### src/rtl/control_sequencer_pkg.sv
// Shared CPU control definitions: opcodes, step-state encodings and opcode classes.
package cpu_defs;

    localparam logic [4:0] OP_ADD  = 5'b00011;
    localparam logic [4:0] OP_SUB  = 5'b00100;
    localparam logic [4:0] OP_AND  = 5'b00101;
    localparam logic [4:0] OP_OR   = 5'b00110;
    localparam logic [4:0] OP_ROR  = 5'b00111;
    localparam logic [4:0] OP_ROL  = 5'b01000;
    localparam logic [4:0] OP_SHR  = 5'b01001;
    localparam logic [4:0] OP_SHRA = 5'b01010;
    localparam logic [4:0] OP_SHL  = 5'b01011;
    localparam logic [4:0] OP_DIV  = 5'b01111;
    localparam logic [4:0] OP_MUL  = 5'b10000;
    localparam logic [4:0] OP_MFLO = 5'b11000;
    localparam logic [4:0] OP_MFHI = 5'b11001;
    localparam logic [4:0] OP_NOP  = 5'b11010;
    localparam logic [4:0] OP_HALT = 5'b11011;

    typedef enum logic [3:0] {
        S_RST  = 4'd0,
        T0     = 4'd1,
        T1     = 4'd2,
        T2     = 4'd3,
        T3     = 4'd4,
        T4     = 4'd5,
        T5     = 4'd6,
        T6     = 4'd7,
        S_HALT = 4'd8
    } state_t;

    typedef enum logic [2:0] {
        CL_ALU    = 3'd0,
        CL_MULDIV = 3'd1,
        CL_MFHI   = 3'd2,
        CL_MFLO   = 3'd3,
        CL_NOP    = 3'd4,
        CL_HALT   = 3'd5
    } op_class_t;

endpackage

### src/rtl/control_sequencer_op_class_decode.sv
// Combinational opcode-to-class map; anything unrecognised behaves as a nop.
module op_class_decode
    import cpu_defs::*;
#(
    parameter int OPW = 5
) (
    input  logic [OPW-1:0] op_i,
    output op_class_t      cls_o
);

    always_comb begin
        cls_o = CL_NOP;
        case (op_i)
            OP_ADD, OP_SUB, OP_AND, OP_OR, OP_ROR,
            OP_ROL, OP_SHR, OP_SHRA, OP_SHL:  cls_o = CL_ALU;
            OP_DIV, OP_MUL:                   cls_o = CL_MULDIV;
            OP_MFHI:                          cls_o = CL_MFHI;
            OP_MFLO:                          cls_o = CL_MFLO;
            OP_HALT:                          cls_o = CL_HALT;
            OP_NOP:                           cls_o = CL_NOP;
            default:                          cls_o = CL_NOP;
        endcase
    end

endmodule

### src/rtl/control_sequencer.sv
// Hardwired Moore control unit: fetch T0-T2, then class-dependent execute steps.
module control_sequencer
    import cpu_defs::*;
#(
    parameter int OPW      = 5,
    parameter int NSTATE_W = 4
) (
    input  logic           clock,
    input  logic           clear,
    input  logic [OPW-1:0] ir_op,
    output logic           PCout,
    output logic           MARin,
    output logic           IncPC,
    output logic           RZin,
    output logic           RZLOout,
    output logic           RZHIout,
    output logic           PCin,
    output logic           Read,
    output logic           MDRin,
    output logic           MDRout,
    output logic           IRin,
    output logic           gra,
    output logic           grb,
    output logic           grc,
    output logic           rin,
    output logic           rout,
    output logic           BAout,
    output logic           RYin,
    output logic           HIin,
    output logic           LOin,
    output logic           HIout,
    output logic           LOout,
    output logic [OPW-1:0] ops,
    output logic           run
);

    logic [NSTATE_W-1:0] state_q, state_d;
    op_class_t           cls;

    op_class_decode #(.OPW(OPW)) u_decode (
        .op_i  (ir_op),
        .cls_o (cls)
    );

    always_ff @(posedge clock) begin
        if (clear) state_q <= S_RST;
        else       state_q <= state_d;
    end

    assign BAout = 1'b0;

    always_comb begin
        state_d = S_RST;
        PCout = 1'b0; MARin = 1'b0; IncPC = 1'b0; RZin = 1'b0;
        RZLOout = 1'b0; RZHIout = 1'b0; PCin = 1'b0; Read = 1'b0;
        MDRin = 1'b0; MDRout = 1'b0; IRin = 1'b0;
        gra = 1'b0; grb = 1'b0; grc = 1'b0; rin = 1'b0; rout = 1'b0;
        RYin = 1'b0; HIin = 1'b0; LOin = 1'b0; HIout = 1'b0; LOout = 1'b0;
        ops = '0;
        run = 1'b1;
        case (state_q)
            S_RST: state_d = T0;
            T0: begin
                PCout = 1'b1; MARin = 1'b1; IncPC = 1'b1; RZin = 1'b1;
                state_d = T1;
            end
            T1: begin
                RZLOout = 1'b1; PCin = 1'b1; Read = 1'b1; MDRin = 1'b1;
                state_d = T2;
            end
            T2: begin
                MDRout = 1'b1; IRin = 1'b1;
                state_d = T3;
            end
            T3: begin
                state_d = T0;
                case (cls)
                    CL_ALU:    begin grb = 1'b1; rout = 1'b1; RYin = 1'b1; state_d = T4; end
                    CL_MULDIV: begin gra = 1'b1; rout = 1'b1; RYin = 1'b1; state_d = T4; end
                    CL_MFHI:   begin gra = 1'b1; rin = 1'b1; HIout = 1'b1; end
                    CL_MFLO:   begin gra = 1'b1; rin = 1'b1; LOout = 1'b1; end
                    CL_HALT:   state_d = S_HALT;
                    default:   state_d = T0;
                endcase
            end
            // Execute steps beyond T3 only exist for ALU and MULDIV; a stray class returns to fetch.
            T4: begin
                state_d = T0;
                if (cls == CL_ALU) begin
                    grc = 1'b1; rout = 1'b1; RZin = 1'b1; ops = ir_op; state_d = T5;
                end else if (cls == CL_MULDIV) begin
                    grb = 1'b1; rout = 1'b1; RZin = 1'b1; ops = ir_op; state_d = T5;
                end
            end
            T5: begin
                state_d = T0;
                if (cls == CL_ALU) begin
                    RZLOout = 1'b1; gra = 1'b1; rin = 1'b1;
                end else if (cls == CL_MULDIV) begin
                    RZLOout = 1'b1; LOin = 1'b1; state_d = T6;
                end
            end
            T6: begin
                RZHIout = 1'b1; HIin = 1'b1;
                state_d = T0;
            end
            S_HALT: begin
                run = 1'b0;
                state_d = S_HALT;
            end
            default: state_d = S_RST;
        endcase
    end

    a_bus_onehot: assert property (@(posedge clock) disable iff (clear)
        $onehot0({PCout, RZLOout, RZHIout, MDRout, HIout, LOout, rout}));
    a_gr_onehot: assert property (@(posedge clock) disable iff (clear)
        $onehot0({gra, grb, grc}));

endmodule

### config.mk
export PLATFORM = sky130hd
export DESIGN_NAME = control_sequencer
export DESIGN_NICKNAME = d
export VERILOG_FILES = /design/src/rtl/control_sequencer_pkg.sv /design/src/rtl/control_sequencer_op_class_decode.sv /design/src/rtl/control_sequencer.sv
export SDC_FILE = /design/constraint.sdc
export NUM_CORES = 1
export LEC_CHECK = 0
export CORE_MARGIN = 5
export CORE_UTILIZATION = 43
export CTS_BUF_LIST = sky130_fd_sc_hd__clkbuf_4
export DETAILED_ROUTE_END_ITERATION = 10
export PLACE_DENSITY = 0.95
export SLEW_MARGIN = 20
export SYNTH_ARGS = -nofsm -noshare
export SYNTH_HDL_FRONTEND = slang
export SYNTH_SLANG_ARGS = --single-unit
### constraint.sdc
create_clock -name clock -period 3.86 [get_ports clock]
set_input_delay 0.772 -clock clock [delete_from_list [all_inputs] [get_ports clock]]
set_output_delay 0.772 -clock clock [all_outputs]
set_load 0.05 [all_outputs]
==> flow_summary_export.csv <==
group,metric,value,unit
run_status,outcome,"finished clean",
logic_synthesis,synth-edff-count,0,
logic_synthesis,yosysWarnings,0,
sta,period_needed,3.57,ns
sta,max_slew_margin,66.2,%
sta,worst_hold_slack,0.602,ns
clock_network,cts_setup_buffers,0,
run,cap_violations,0,
clock_network,cts_resized,0,
detailed_routing,drt-initial-drc-count,19,
sta,tightestPinTransition,0.506,ns
finish,fillers,118,
worst_setup_path,crit_slowest_cell,"clkdlybuf4s50_1",
worst_setup_path,worst-path-buf-inv,3,
floorplanning,coreArea,1470,µm²
place,place_congestion,0.870,
logic_synthesis,synth_seq_cells,4,
finish,ff_latch_area,80.1,µm²
clock_network,root_buffer,"clkbuf_4",
hold_path,min_path_cells,2,
finish,nets,129,
finish,largest_reg_flops,4,
logic_synthesis,ys_seq_area_share,12.2,%
global_route,gr-total-overflow,0,
finish,multi_input_area,459,µm²
logic_synthesis,yosys-top-cells-count,"16 x nor2_1, 10 x inv_1, 8 x buf_4",
hold_path,hold_class,"reg2reg",
detailed_routing,wl_per_cell,13.3,µm
clock_network,cts_buffers,3,
sta,fmax,280,MHz
worst_setup_path,crit_path_max_fanout,11,
sta,skew,0.000134,ns
floorplanning,die_area,2410,µm²
sta,fin_crit_sh,92.4,%
place,placedCellCount,130,
logic_synthesis,synth.most_common_cell,"nor2_1",
worst_setup_path,critical_path_class,"in2out",
global_route,grt_max_degree,12,
logic_synthesis,yosys.area.top_type,"dfxtp_1",
finish,drive_above_1_share,24.8,%
global_route,grt_pass1_vias,713,
worst_setup_path,cp_slowest_stage_delay,0.52,ns
floorplanning,die_w,49.0,µm
floorplanning,die_h,49.0,µm
logic_synthesis,syn_avg_cell_area,7.20,µm²
floorplanning,initial_core_util,44.6,%
clock_network,clkTransAtPathRegs,0.04,ns
clock_network,clk_latency,0.23,ns
clock_network,cts.path.max_buffers,2,
logic_synthesis,synth_nets,101,
worst_setup_path,cp.depth,8,
sta,fin_tns_setup,0,ns
floorplanning,ios,35,
detailed_routing,wirelength,1770,µm
clock_network,h-tree-depth,1,
floorplanning,rows,14,
global_route,grt.total_usage,15.4,%
clock_network,cts_tree,"built",
logic_synthesis,ys_types,38,
finish,top_regs,"state_q: 4 flops",
detailed_routing,vias,731,
detailed_routing,drc,0,
sta,grt_setup_unrepaired,"no",
clock_network,cts_hold_buf,0,
pwr,power_leakage,0.459,nW
global_route,grt_pass1_wl,2990,µm
logic_synthesis,synth_top_area_share,12.2,%
pwr,powerDensity,216,nW/µm²
worst_setup_path,cp.required,3.09,ns
detailed_routing,viasPerCell,5.50,
worst_setup_path,crit_arrival,2.80,ns
sta,finalMaxSlewViolations,0,
finish,areaGrowthSynthToFinish,64.7,%
detailed_routing,dr.pass1.iters,4,
finish,largest-register,"state_q",
logic_synthesis,synth.area.top_cells,"dfxtp_1 12%, buf_4 9.2%, nor2_1 9.2%, ha_1 5.7%, inv_1 5.7%",
pwr,ir_drop,250,µV
clock_network,clock_sinks,4,
logic_synthesis,syn_area,656,µm²
sta,finalSetupViolCount,0,
place,hpwl,1500,µm
logic_synthesis,async_reset_ff_share,0,%
place,io_buffers,33,
worst_setup_path,critPathTopFamily,"buffers and inverters",
logic_synthesis,syn_inst,91,
worst_setup_path,endpoint_kind,"output port",
worst_setup_path,reg2reg_depth,3,
finish,num_antenna_cells,0,
finish,fin_cells,133,
logic_synthesis,synth_ff_type,"dfxtp_1",
detailed_routing,route.antenna.remaining_nets,0,
global_route,antenna_found_initial,0,
worst_setup_path,path_cells,"clkdlybuf4s50_1, inv_1, ha_1, nand4bb_1, nand3_2, nor3_1, a2111oi_2, buf_12",
worst_setup_path,worst_setup_path_start_kind,"input port",
sta,hold_viol,0,
worst paths after layout:
check	to	slack (ns)	start
setup / recovery	gra	0.29	ir_op[0]
hold / removal	state_q[0]$_SDFF_PP0_	0.60	state_q[2]$_SDFF_PP0_
hold reg to reg	state_q[0]$_SDFF_PP0_	0.60	state_q[2]$_SDFF_PP0_
setup reg to reg	state_q[1]$_SDFF_PP0_	2.45	state_q[2]$_SDFF_PP0_
per-layer routing:
layer	share of wire, %	vias up	global-route usage, %
met4	0	0	8.97
met5	0	-	0
met2	56	22	25.4
li1	-	360	-
met3	4.9	0	2.45
met1	39	349	18.5
logic make-up after synthesis:
logic type / Yosys count / share of synthesized area (%)
other cells: 1 / 0.572
compound gates: 20 / 25.4
fa+ha+maj: 3 / 5.73
flops: 4 / 12.2
buf+inv: 21 / 17.7
mux: 1 / 1.53
simple gates: 41 / 36.8
power breakdown:
| part | total, W | internal [W] | switching [W] |
|---|---|---|---|
| Clock | 0.0000503 | 0.0000347 | 0.0000157 |
| Sequential | 0.0000510 | 0.0000447 | 0.00000631 |
| Combinational | 0.000132 | 0.0000451 | 0.0000866 |
| Total | 0.000233 | 0.000124 | 0.000109 |
cell type report:
type,instances,area share (%)
repair buffers,34,42.6
flip-flops and latches,4,7.42
well taps,16,1.85
inverters,10,3.48
clock buffers,3,2.09
multi-input cells,66,42.5
per-stage QoR:
step	total power (W)	utilization, %	instance area (µm²)	setup WS, ns
floorplan	0.000148	-	656	0.436
global placement	0.000179	71.9	1060	0.359
detailed placement	0.000183	71.9	1060	0.262
CTS	0.000237	73.4	1080	0.285
global route	0.000250	73.4	1080	0.120
finish	0.000233	73.4	1080	0.293
worst reg2reg max path, cell delays in order (launching register included):
cell and delay, ns:
dfxtp_1 0.41, nor2b_1 0.41, o21ai_2 0.19, a221oi_2 0.31
layout by cell type, fill, tap and decap left out, types with 2 or more instances in the layout:
master / n
a211oi_1: 2
a21oi_1: 2
buf_12: 13
buf_4: 4
clkbuf_4: 3
clkdlybuf4s50_1: 17
dfxtp_1: 4
ha_1: 3
inv_1: 10
nand2_1: 5
nand2b_1: 3
nand4bb_1: 2
nor2_1: 16
nor2b_1: 3
nor3_1: 2
o21ai_0: 3
o21ai_2: 2
o31ai_1: 2
No activity file was read; power rests on OpenSTA's default activity.
